## src/rtl/controller_pkg.sv

```systemverilog
// Shared constants for the micro-operation sequencer and the controller ROM.
// Holds the sequencer state encoding and the fixed uOP step indices that
// both blocks must agree on.
package controller_pkg;

  typedef enum logic [1:0] {
    IDLE     = 2'b00,
    EXEC     = 2'b01,
    FAULT_ST = 2'b10
  } seq_state_t;

  localparam logic [2:0] UOP_FETCH      = 3'd0;
  localparam logic [2:0] UOP_DECODE     = 3'd1;
  localparam logic [2:0] UOP_FIRST_EXEC = 3'd2;
  localparam logic [2:0] UOP_IDLE       = 3'd7;

endpackage

```

## src/rtl/uop_sequencer_if.sv

```systemverilog
// Signal bundle between the sequencer and its surroundings (run control,
// controller ROM, ALU).
// Ports (slave = sequencer side):
//   in : RUN, STEP, HALT_REQ, CLR_FAULT, RESET_uOP, READ_FLAGS, ALU_ZERO, ALU_COUT
//   out: uOP, ZERO_FLAG, COUT_FLAG, INSTR_DONE, HALTED, FAULT, INSTR_COUNT,
//        dbg_state (current FSM state, for observation only)
// Handshake semantics: there is no valid/ready pair on this bundle. Every
// input is a level sampled on the rising clock edge (STEP is edge-detected
// inside the sequencer); every output is registered and changes only on the
// rising edge or on asynchronous reset.
interface uop_sequencer_if
  import controller_pkg::*;
#(
  parameter int COUNT_W = 16
);
  logic               RUN;
  logic               STEP;
  logic               HALT_REQ;
  logic               CLR_FAULT;
  logic               RESET_uOP;
  logic               READ_FLAGS;
  logic               ALU_ZERO;
  logic               ALU_COUT;
  logic [2:0]         uOP;
  logic               ZERO_FLAG;
  logic               COUT_FLAG;
  logic               INSTR_DONE;
  logic               HALTED;
  logic               FAULT;
  logic [COUNT_W-1:0] INSTR_COUNT;
  seq_state_t         dbg_state;

  modport slave (
    input  RUN, STEP, HALT_REQ, CLR_FAULT, RESET_uOP, READ_FLAGS, ALU_ZERO, ALU_COUT,
    output uOP, ZERO_FLAG, COUT_FLAG, INSTR_DONE, HALTED, FAULT, INSTR_COUNT, dbg_state
  );

  modport master (
    output RUN, STEP, HALT_REQ, CLR_FAULT, RESET_uOP, READ_FLAGS, ALU_ZERO, ALU_COUT,
    input  uOP, ZERO_FLAG, COUT_FLAG, INSTR_DONE, HALTED, FAULT, INSTR_COUNT, dbg_state
  );

endinterface

```

## src/rtl/uop_sequencer_flag_register.sv

```systemverilog
// Two-bit architectural flag register {ZERO, COUT}.
// Ports: clk, rst_n (async active-low clear), load (capture enable),
//        d[1:0] (new flag values), q[1:0] (held flag values).
// Back-to-back loads each capture; the most recent one wins.
module flag_register (
  input  logic       clk,
  input  logic       rst_n,
  input  logic       load,
  input  logic [1:0] d,
  output logic [1:0] q
);

  always_ff @(posedge clk or negedge rst_n) begin
    if (!rst_n) begin
      q <= 2'b00;
    end else if (load) begin
      q <= d;
    end
  end

endmodule

```

## src/rtl/uop_sequencer.sv

```systemverilog
// Micro-operation sequencer feeding the controller ROM.
// Generates the 3-bit uOP step index, retires instructions on RESET_uOP,
// holds the ZERO/COUT flag register, and provides run / halt / single-step
// control plus a trap for microcode that runs past MAX_UOP.
// Ports:
//   CLK   : system clock, rising edge
//   RST_N : asynchronous active-low reset
//   bus   : uop_sequencer_if slave modport (see the interface for signals)
// MAX_UOP must lie in 2..6 so that uOP 7 stays reserved as the idle step.
module uop_sequencer
  import controller_pkg::*;
#(
  parameter int MAX_UOP = 6,
  parameter int COUNT_W = 16
) (
  input  logic             CLK,
  input  logic             RST_N,
  uop_sequencer_if.slave   bus
);

  localparam logic [2:0] MAX_U = 3'(MAX_UOP);

  seq_state_t         state;
  logic [2:0]         uop_q;
  logic               done_q;
  logic               halted_q;
  logic               fault_q;
  logic [COUNT_W-1:0] count_q;
  logic               step_q;
  logic               step_rise;
  logic               run_ok;
  logic               retire;
  logic [1:0]         flags_q;

  // Single-step requests are levels; only a 0->1 transition starts work.
  assign step_rise = bus.STEP & ~step_q;
  assign run_ok    = bus.RUN & ~bus.HALT_REQ;

  // RESET_uOP is meaningless during fetch/decode and at the idle step.
  assign retire = (state == EXEC) && (uop_q >= UOP_FIRST_EXEC) &&
                  (uop_q <= MAX_U) && bus.RESET_uOP;

  always_ff @(posedge CLK or negedge RST_N) begin
    if (!RST_N) begin
      step_q <= 1'b0;
    end else begin
      step_q <= bus.STEP;
    end
  end

  always_ff @(posedge CLK or negedge RST_N) begin
    if (!RST_N) begin
      state    <= IDLE;
      uop_q    <= UOP_IDLE;
      done_q   <= 1'b0;
      halted_q <= 1'b1;
      fault_q  <= 1'b0;
      count_q  <= '0;
    end else begin
      done_q <= 1'b0;
      case (state)
        IDLE: begin
          if (run_ok || step_rise) begin
            state    <= EXEC;
            uop_q    <= UOP_FETCH;
            halted_q <= 1'b0;
          end else begin
            uop_q    <= UOP_IDLE;
            halted_q <= 1'b1;
          end
        end
        EXEC: begin
          if (retire) begin
            done_q  <= 1'b1;
            count_q <= count_q + 1'b1;
            // Free-running retirement goes straight into the next fetch.
            if (run_ok) begin
              uop_q <= UOP_FETCH;
            end else begin
              state    <= IDLE;
              uop_q    <= UOP_IDLE;
              halted_q <= 1'b1;
            end
          end else if (uop_q >= MAX_U) begin
            // Microcode reached its last legal step without ending.
            state   <= FAULT_ST;
            uop_q   <= UOP_IDLE;
            fault_q <= 1'b1;
          end else begin
            uop_q <= uop_q + 3'd1;
          end
        end
        FAULT_ST: begin
          uop_q <= UOP_IDLE;
          if (bus.CLR_FAULT) begin
            state    <= IDLE;
            fault_q  <= 1'b0;
            halted_q <= 1'b1;
          end
        end
        default: begin
          state    <= IDLE;
          uop_q    <= UOP_IDLE;
          halted_q <= 1'b1;
          fault_q  <= 1'b0;
        end
      endcase
    end
  end

  flag_register u_flags (
    .clk   (CLK),
    .rst_n (RST_N),
    .load  (bus.READ_FLAGS),
    .d     ({bus.ALU_ZERO, bus.ALU_COUT}),
    .q     (flags_q)
  );

  assign bus.uOP         = uop_q;
  assign bus.ZERO_FLAG   = flags_q[1];
  assign bus.COUT_FLAG   = flags_q[0];
  assign bus.INSTR_DONE  = done_q;
  assign bus.HALTED      = halted_q;
  assign bus.FAULT       = fault_q;
  assign bus.INSTR_COUNT = count_q;
  assign bus.dbg_state   = state;

endmodule

```

## src/flat_wrapper.sv

```systemverilog
// flat-port wrapper written by rule: the top's interface ports become plain ports
module uop_sequencer_flat import controller_pkg::*;
#(
  parameter int MAX_UOP = 6,
  parameter int COUNT_W = 16
)
  (CLK, RST_N, bus_RUN, bus_STEP, bus_HALT_REQ, bus_CLR_FAULT, bus_RESET_uOP, bus_READ_FLAGS, bus_ALU_ZERO, bus_ALU_COUT, bus_uOP, bus_ZERO_FLAG, bus_COUT_FLAG, bus_INSTR_DONE, bus_HALTED, bus_FAULT, bus_INSTR_COUNT, bus_dbg_state);
  uop_sequencer_if #(.COUNT_W(COUNT_W)) bus_i ();
  input  logic CLK;
  input  logic RST_N;
  input wire logic [$bits(bus_i.RUN)-1:0] bus_RUN;
  input wire logic [$bits(bus_i.STEP)-1:0] bus_STEP;
  input wire logic [$bits(bus_i.HALT_REQ)-1:0] bus_HALT_REQ;
  input wire logic [$bits(bus_i.CLR_FAULT)-1:0] bus_CLR_FAULT;
  input wire logic [$bits(bus_i.RESET_uOP)-1:0] bus_RESET_uOP;
  input wire logic [$bits(bus_i.READ_FLAGS)-1:0] bus_READ_FLAGS;
  input wire logic [$bits(bus_i.ALU_ZERO)-1:0] bus_ALU_ZERO;
  input wire logic [$bits(bus_i.ALU_COUT)-1:0] bus_ALU_COUT;
  output wire logic [$bits(bus_i.uOP)-1:0] bus_uOP;
  output wire logic [$bits(bus_i.ZERO_FLAG)-1:0] bus_ZERO_FLAG;
  output wire logic [$bits(bus_i.COUT_FLAG)-1:0] bus_COUT_FLAG;
  output wire logic [$bits(bus_i.INSTR_DONE)-1:0] bus_INSTR_DONE;
  output wire logic [$bits(bus_i.HALTED)-1:0] bus_HALTED;
  output wire logic [$bits(bus_i.FAULT)-1:0] bus_FAULT;
  output wire logic [$bits(bus_i.INSTR_COUNT)-1:0] bus_INSTR_COUNT;
  output wire logic [$bits(bus_i.dbg_state)-1:0] bus_dbg_state;
  assign bus_i.RUN = bus_RUN;
  assign bus_i.STEP = bus_STEP;
  assign bus_i.HALT_REQ = bus_HALT_REQ;
  assign bus_i.CLR_FAULT = bus_CLR_FAULT;
  assign bus_i.RESET_uOP = bus_RESET_uOP;
  assign bus_i.READ_FLAGS = bus_READ_FLAGS;
  assign bus_i.ALU_ZERO = bus_ALU_ZERO;
  assign bus_i.ALU_COUT = bus_ALU_COUT;
  assign bus_uOP = bus_i.uOP;
  assign bus_ZERO_FLAG = bus_i.ZERO_FLAG;
  assign bus_COUT_FLAG = bus_i.COUT_FLAG;
  assign bus_INSTR_DONE = bus_i.INSTR_DONE;
  assign bus_HALTED = bus_i.HALTED;
  assign bus_FAULT = bus_i.FAULT;
  assign bus_INSTR_COUNT = bus_i.INSTR_COUNT;
  assign bus_dbg_state = bus_i.dbg_state;
  uop_sequencer #(.MAX_UOP(MAX_UOP), .COUNT_W(COUNT_W)) u_core (.CLK(CLK), .RST_N(RST_N), .bus(bus_i));
endmodule
```

## config.mk

```make
export PLATFORM = sky130hd
export DESIGN_NAME = uop_sequencer_flat
export DESIGN_NICKNAME = d
export VERILOG_FILES = /design/src/rtl/controller_pkg.sv /design/src/rtl/uop_sequencer_if.sv /design/src/rtl/uop_sequencer_flag_register.sv /design/src/rtl/uop_sequencer.sv /design/src/flat_wrapper.sv
export SDC_FILE = /design/constraint.sdc
export NUM_CORES = 1
export LEC_CHECK = 0
export ABC_AREA = 1
export BUFFER_PORTS_ARGS = -buffer_cell sky130_fd_sc_hd__buf_4
export CAP_MARGIN = 40
export CORE_MARGIN = 2
export CORE_UTILIZATION = 48
export DETAILED_ROUTE_END_ITERATION = 6
export HOLD_SLACK_MARGIN = 0.1
export PLACE_DENSITY = 0.72
export SLEW_MARGIN = 5
export SYNTH_ARGS = -nofsm -noshare
export SYNTH_HDL_FRONTEND = slang
export SYNTH_HIERARCHICAL = 1
export SYNTH_SLANG_ARGS = --single-unit
```

## constraint.sdc

```tcl
create_clock -name CLK -period 1.5 [get_ports CLK]
set_clock_uncertainty 0.15 [all_clocks]
set_input_delay 0.15 -clock CLK [delete_from_list [all_inputs] [get_ports CLK]]
set_output_delay 0.15 -clock CLK [all_outputs]
set_load 0.01 [all_outputs]
```

==> out/qor_table.md <==
| Quantity | Value | Unit |
|---|---|---|
| HPWL after DPL | 2.496 | mm |
| Crit Path Class | register to register | - |
| Clock latency on the worst-skew pair | 0.33 | ns |
| CTS Sinks | 27 | - |
| Overall global routing resource usage | 0.2167 | - |
| Number of max-cap violations | 0 | - |
| Aggregate global routing overflow | 0 | - |
| TritonCTS buffer count | 3 | - |
| Total Wirelength | 3.688 | mm |
| Arrival time at the worst endpoint | 1.61 | ns |
| Switching share of power | 0.4309 | - |
| Max-slew violation total from the final report | 0 | - |
| Share of total power in sequential cells | 0.350 | - |
| Area of the die | 3669 | µm² |
| P_sw | 1.632 | mW |
| Area grow syn2layout | 45.60 | % |
| CTS H-tree depth | 1 | - |
| Syn Std Cell Area | 1536 | µm² |
| Leakage | 1.075 | nW |
| Die outline height | 60.58 | µm |
| Cell chain of the critical path | o21a_1 > nand3_4 > buf_8 > nor2_4 > xor2_1 | - |
| Clock slew at the register clock pins of the worst setup and hold paths | 0.15 | ns |
| Synth top area share | 0.3746 | - |
| Non-filler instance count after layout | 324 | - |
| Chip width | 60.58 | µm |
| Leading cell types by total area after synthesis | sky130_fd_sc_hd__dfrtp_1 (37%), sky130_fd_sc_hd__nand2_1 (21%), sky130_fd_sc_hd__dfstp_2 (6.8%) | - |
| Number of global-route vias before repair | 1400 | - |
| Buffering stage count on the worst path with inverters included | 1 | - |
| Non-Filler Cell Area, Final | 2237 | µm² |
| CP max-delay cell | sky130_fd_sc_hd__dfstp_2 | - |
| Clock share of power | 0.087 | - |
| Synth warn | 6 | - |
| Achievable Freq | 671.0 | MHz |
| CTS Root Buffer Type | sky130_fd_sc_hd__clkbuf_4 | - |
| Cell area after placement | 1921 | µm² |
| Run status | finished, final reports clean | - |
| Unrepaired setup endpoints after global routing | true | - |
| Share of the cycle needed by the critical path after routing | 0.9935 | - |
| Number of vias after detailed routing | 1543 | - |
| Antenna-violating nets left | 0 | - |
| Worst Tran Pin Value | 0.3358 | ns |
| Total iterations of the first detailed-routing run | 4 | - |
| Count of unique library cells instantiated by Yosys | 22 | - |
| Initial DRC Count | 54 | - |
| Max VDD drop | 1.297 | mV |
| Cell taking the most area after synthesis | sky130_fd_sc_hd__dfrtp_1 | - |
| Category of the worst setup path launch point | register | - |
| Cell row count | 20 | - |
| Power Density | 1693 | nW/µm² |
| Layout Utilization | 0.7328 | - |
| Portion of the post-synthesis area used by sequential elements | 0.4430 | - |
| Largest net degree at the start of global routing | 28 | - |
| Crit. End Element | register | - |
| Final critical path time including I/O delays and setup | 1.490 | ns |
| # diodes | 0 | - |
| Fraction of final layout cells sized beyond drive strength 1 | 0.3393 | - |
| Final hold vios | 0 | - |
| Effective utilization at floorplan | 0.5033 | - |
| Critical-path maximum fanout | 10 | - |
| Slowest Stage Delay on Critical Path | 0.58 | ns |
| Global-route wire length before repair | 6.023 | mm |
| Required arrival time at the worst endpoint | 1.62 | ns |
| Antenna violations before repair | 0 | - |
| Count of pins on the block boundary | 36 | - |
| Critical path's top delay family | flip-flops | - |
| Max-Slew Margin vs Limit | 0.7761 | - |
| Flip-flop and latch count after synthesis | 27 | - |
| Final setup violation count | 0 | - |
| Final estimated routing congestion in global placement | 0.9029 | - |
| Maximum root-to-sink buffer count | 2 | - |
| DR DRC count | 0 | - |
| Number of buffers added on ports | 35 | - |
| Final-layout setup total negative slack | 0 | ns |
| Type of the tightest min-delay check | input port to register | - |
| Area of the placeable core | 3053 | µm² |
| Avg Cell Area, Syn | 7.317 | µm² |
| Comb power frac | 0.564 | - |
| Minimum hold slack | 0.1143 | ns |
| Filler cell count in the final layout | 251 | - |
| Nets in the synthesized netlist | 222 | - |
| Synthesized instance count | 210 | - |
| Number of cells in the design after placement | 299 | - |
| TritonCTS clock tree | yes | - |
| Internal power contribution | 2.155 | mW |
| Number of vias per cell | 4.762 | - |
| Wire per inst | 11.38 | µm |
| Count of nets after finishing | 293 | - |
==> sequential cells by signal, summed over array words and instances, names as in the netlist <==
signal	flops
u_core/bus.FAULT	1
u_core/bus.HALTED	1
u_core/bus.INSTR_COUNT	16
u_core/bus.INSTR_DONE	1
u_core/bus.dbg_state	2
u_core/bus.uOP	3
u_core/step_q	1
u_core/u_flags/q	2
==> worst reg2reg max path: stages, from the launching register on <==
cell                      delay (ns)
sky130_fd_sc_hd__dfstp_2        0.58
sky130_fd_sc_hd__o21a_1         0.20
sky130_fd_sc_hd__nand3_4        0.11
sky130_fd_sc_hd__buf_8          0.16
sky130_fd_sc_hd__nor2_4         0.07
sky130_fd_sc_hd__xor2_1         0.15
==> power by group through the flow <==
stage	Combinational (mW)	Sequential [mW]	Clock, mW
floorplan	0.925	1.44	0
global placement	1.79	1.34	0
detailed placement	1.81	1.34	0
CTS	1.83	1.33	0.338
global route	2.41	1.37	0.375
finish	2.14	1.32	0.328
==> per-stage QoR <==
step           setup WS, ns  power, mW
6_report           0.009789      3.788
5_1_grt            -0.05773      4.156
4_1_cts            -0.02450      3.503
3_5_place_dp      -0.005914      3.150
3_3_place_gp        0.02332      3.123
2_1_floorplan      0.007539      2.368
==> final cells by class <==
class                   instances  area (µm²)  share of cell area
clock buffers                   3       22.52             0.01007
clock inverters                 1       7.507            0.003356
inverters                      22       87.58             0.03915
multi-input cells             158       827.0              0.3697
flip-flops and latches         27       683.2              0.3054
well taps                      44       55.05             0.02461
repair buffers                 69       554.3              0.2478
==> cells in the final DEF, fill, tap and decap left out, types with 2 or more instances in the layout <==
master	Yosys	final
sky130_fd_sc_hd__xor2_1	5	5
sky130_fd_sc_hd__dlygate4sd3_1	0	10
sky130_fd_sc_hd__nand4_1	6	6
sky130_fd_sc_hd__o21ai_1	0	5
sky130_fd_sc_hd__dfstp_2	4	4
sky130_fd_sc_hd__nor2_2	1	3
sky130_fd_sc_hd__nand2_1	85	76
sky130_fd_sc_hd__dfrtp_2	0	2
sky130_fd_sc_hd__inv_1	20	20
sky130_fd_sc_hd__nor2_1	22	14
sky130_fd_sc_hd__nand3_1	13	12
sky130_fd_sc_hd__buf_4	0	57
sky130_fd_sc_hd__nand2_2	1	10
sky130_fd_sc_hd__nor2_4	1	7
sky130_fd_sc_hd__o21ai_0	14	9
sky130_fd_sc_hd__clkbuf_4	0	3
sky130_fd_sc_hd__xnor2_1	2	2
sky130_fd_sc_hd__dfrtp_1	23	21
==> Yosys cell counts <==
cell type,n
sky130_fd_sc_hd__buf_6,3
sky130_fd_sc_hd__dfrtp_1,23
sky130_fd_sc_hd__nand3_2,1
sky130_fd_sc_hd__o21a_1,1
sky130_fd_sc_hd__nand2_2,1
sky130_fd_sc_hd__nor2_8,1
sky130_fd_sc_hd__xnor2_1,2
sky130_fd_sc_hd__nand2_1,85
sky130_fd_sc_hd__nor2_2,1
sky130_fd_sc_hd__dfstp_2,4
sky130_fd_sc_hd__nor2_1,22
sky130_fd_sc_hd__xor2_1,5
sky130_fd_sc_hd__nor2_4,1
sky130_fd_sc_hd__inv_1,20
sky130_fd_sc_hd__nor3_1,1
sky130_fd_sc_hd__ha_1,2
sky130_fd_sc_hd__nand4_1,6
sky130_fd_sc_hd__inv_2,2
sky130_fd_sc_hd__nand3b_1,1
sky130_fd_sc_hd__nand3_1,13
sky130_fd_sc_hd__o21ai_0,14
sky130_fd_sc_hd__a21oi_1,1
==> per-layer routing <==
metal | track usage | up-vias | share of wire
li1 | - | 798 | -
met1 | 0.2959 | 701 | 0.44
met2 | 0.3641 | 38 | 0.50
met3 | 0.04264 | 6 | 0.049
met4 | 0.03727 | 0 | 0.015
met5 | 0 | - | 0
==> worst paths after layout <==
kind                                    from                        end  slack [ns]  cells after the start
hold / removal                 bus_RESET_uOP      u_core/bus.INSTR_DONE        0.11                      4
hold reg to reg            u_core/bus.HALTED          u_core/bus.HALTED        0.33                      2
setup / recovery           u_core/bus.uOP[1]  u_core/bus.INSTR_COUNT[2]        0.01                      5
max in group asynchronous              RST_N          u_core/bus.uOP[1]        0.77                      2
setup reg to reg           u_core/bus.uOP[1]  u_core/bus.INSTR_COUNT[2]        0.01                      5
min in group asynchronous              RST_N        u_core/u_flags/q[1]        0.12                      2
==> cells by family (layout without fill, tap and decap cells) <==
| group | Yosys count | in the layout | share of synthesized area |
|---|---|---|---|
| buffers and inverters | 25 | 95 | 0.07573 |
| adders and majority gates | 2 | 2 | 0.01628 |
| and+or+nand+nor | 133 | 133 | 0.3713 |
| AOI/OAI and AO/OA | 16 | 16 | 0.05375 |
| DFF | 27 | 27 | 0.4430 |
| xor gates and xnor gates | 7 | 7 | 0.03990 |
==> what timing repair did <==
item / CTS / global route
pin swaps: 0 / 10
gates resized for setup: 0 / 38
hold endpoints to repair: 33 / 0
hold buffers: 10 / 0
setup buffers: 0 / 11
endpoints found under the setup margin: 3 / 21
No activity file was read; power rests on OpenSTA's default activity.
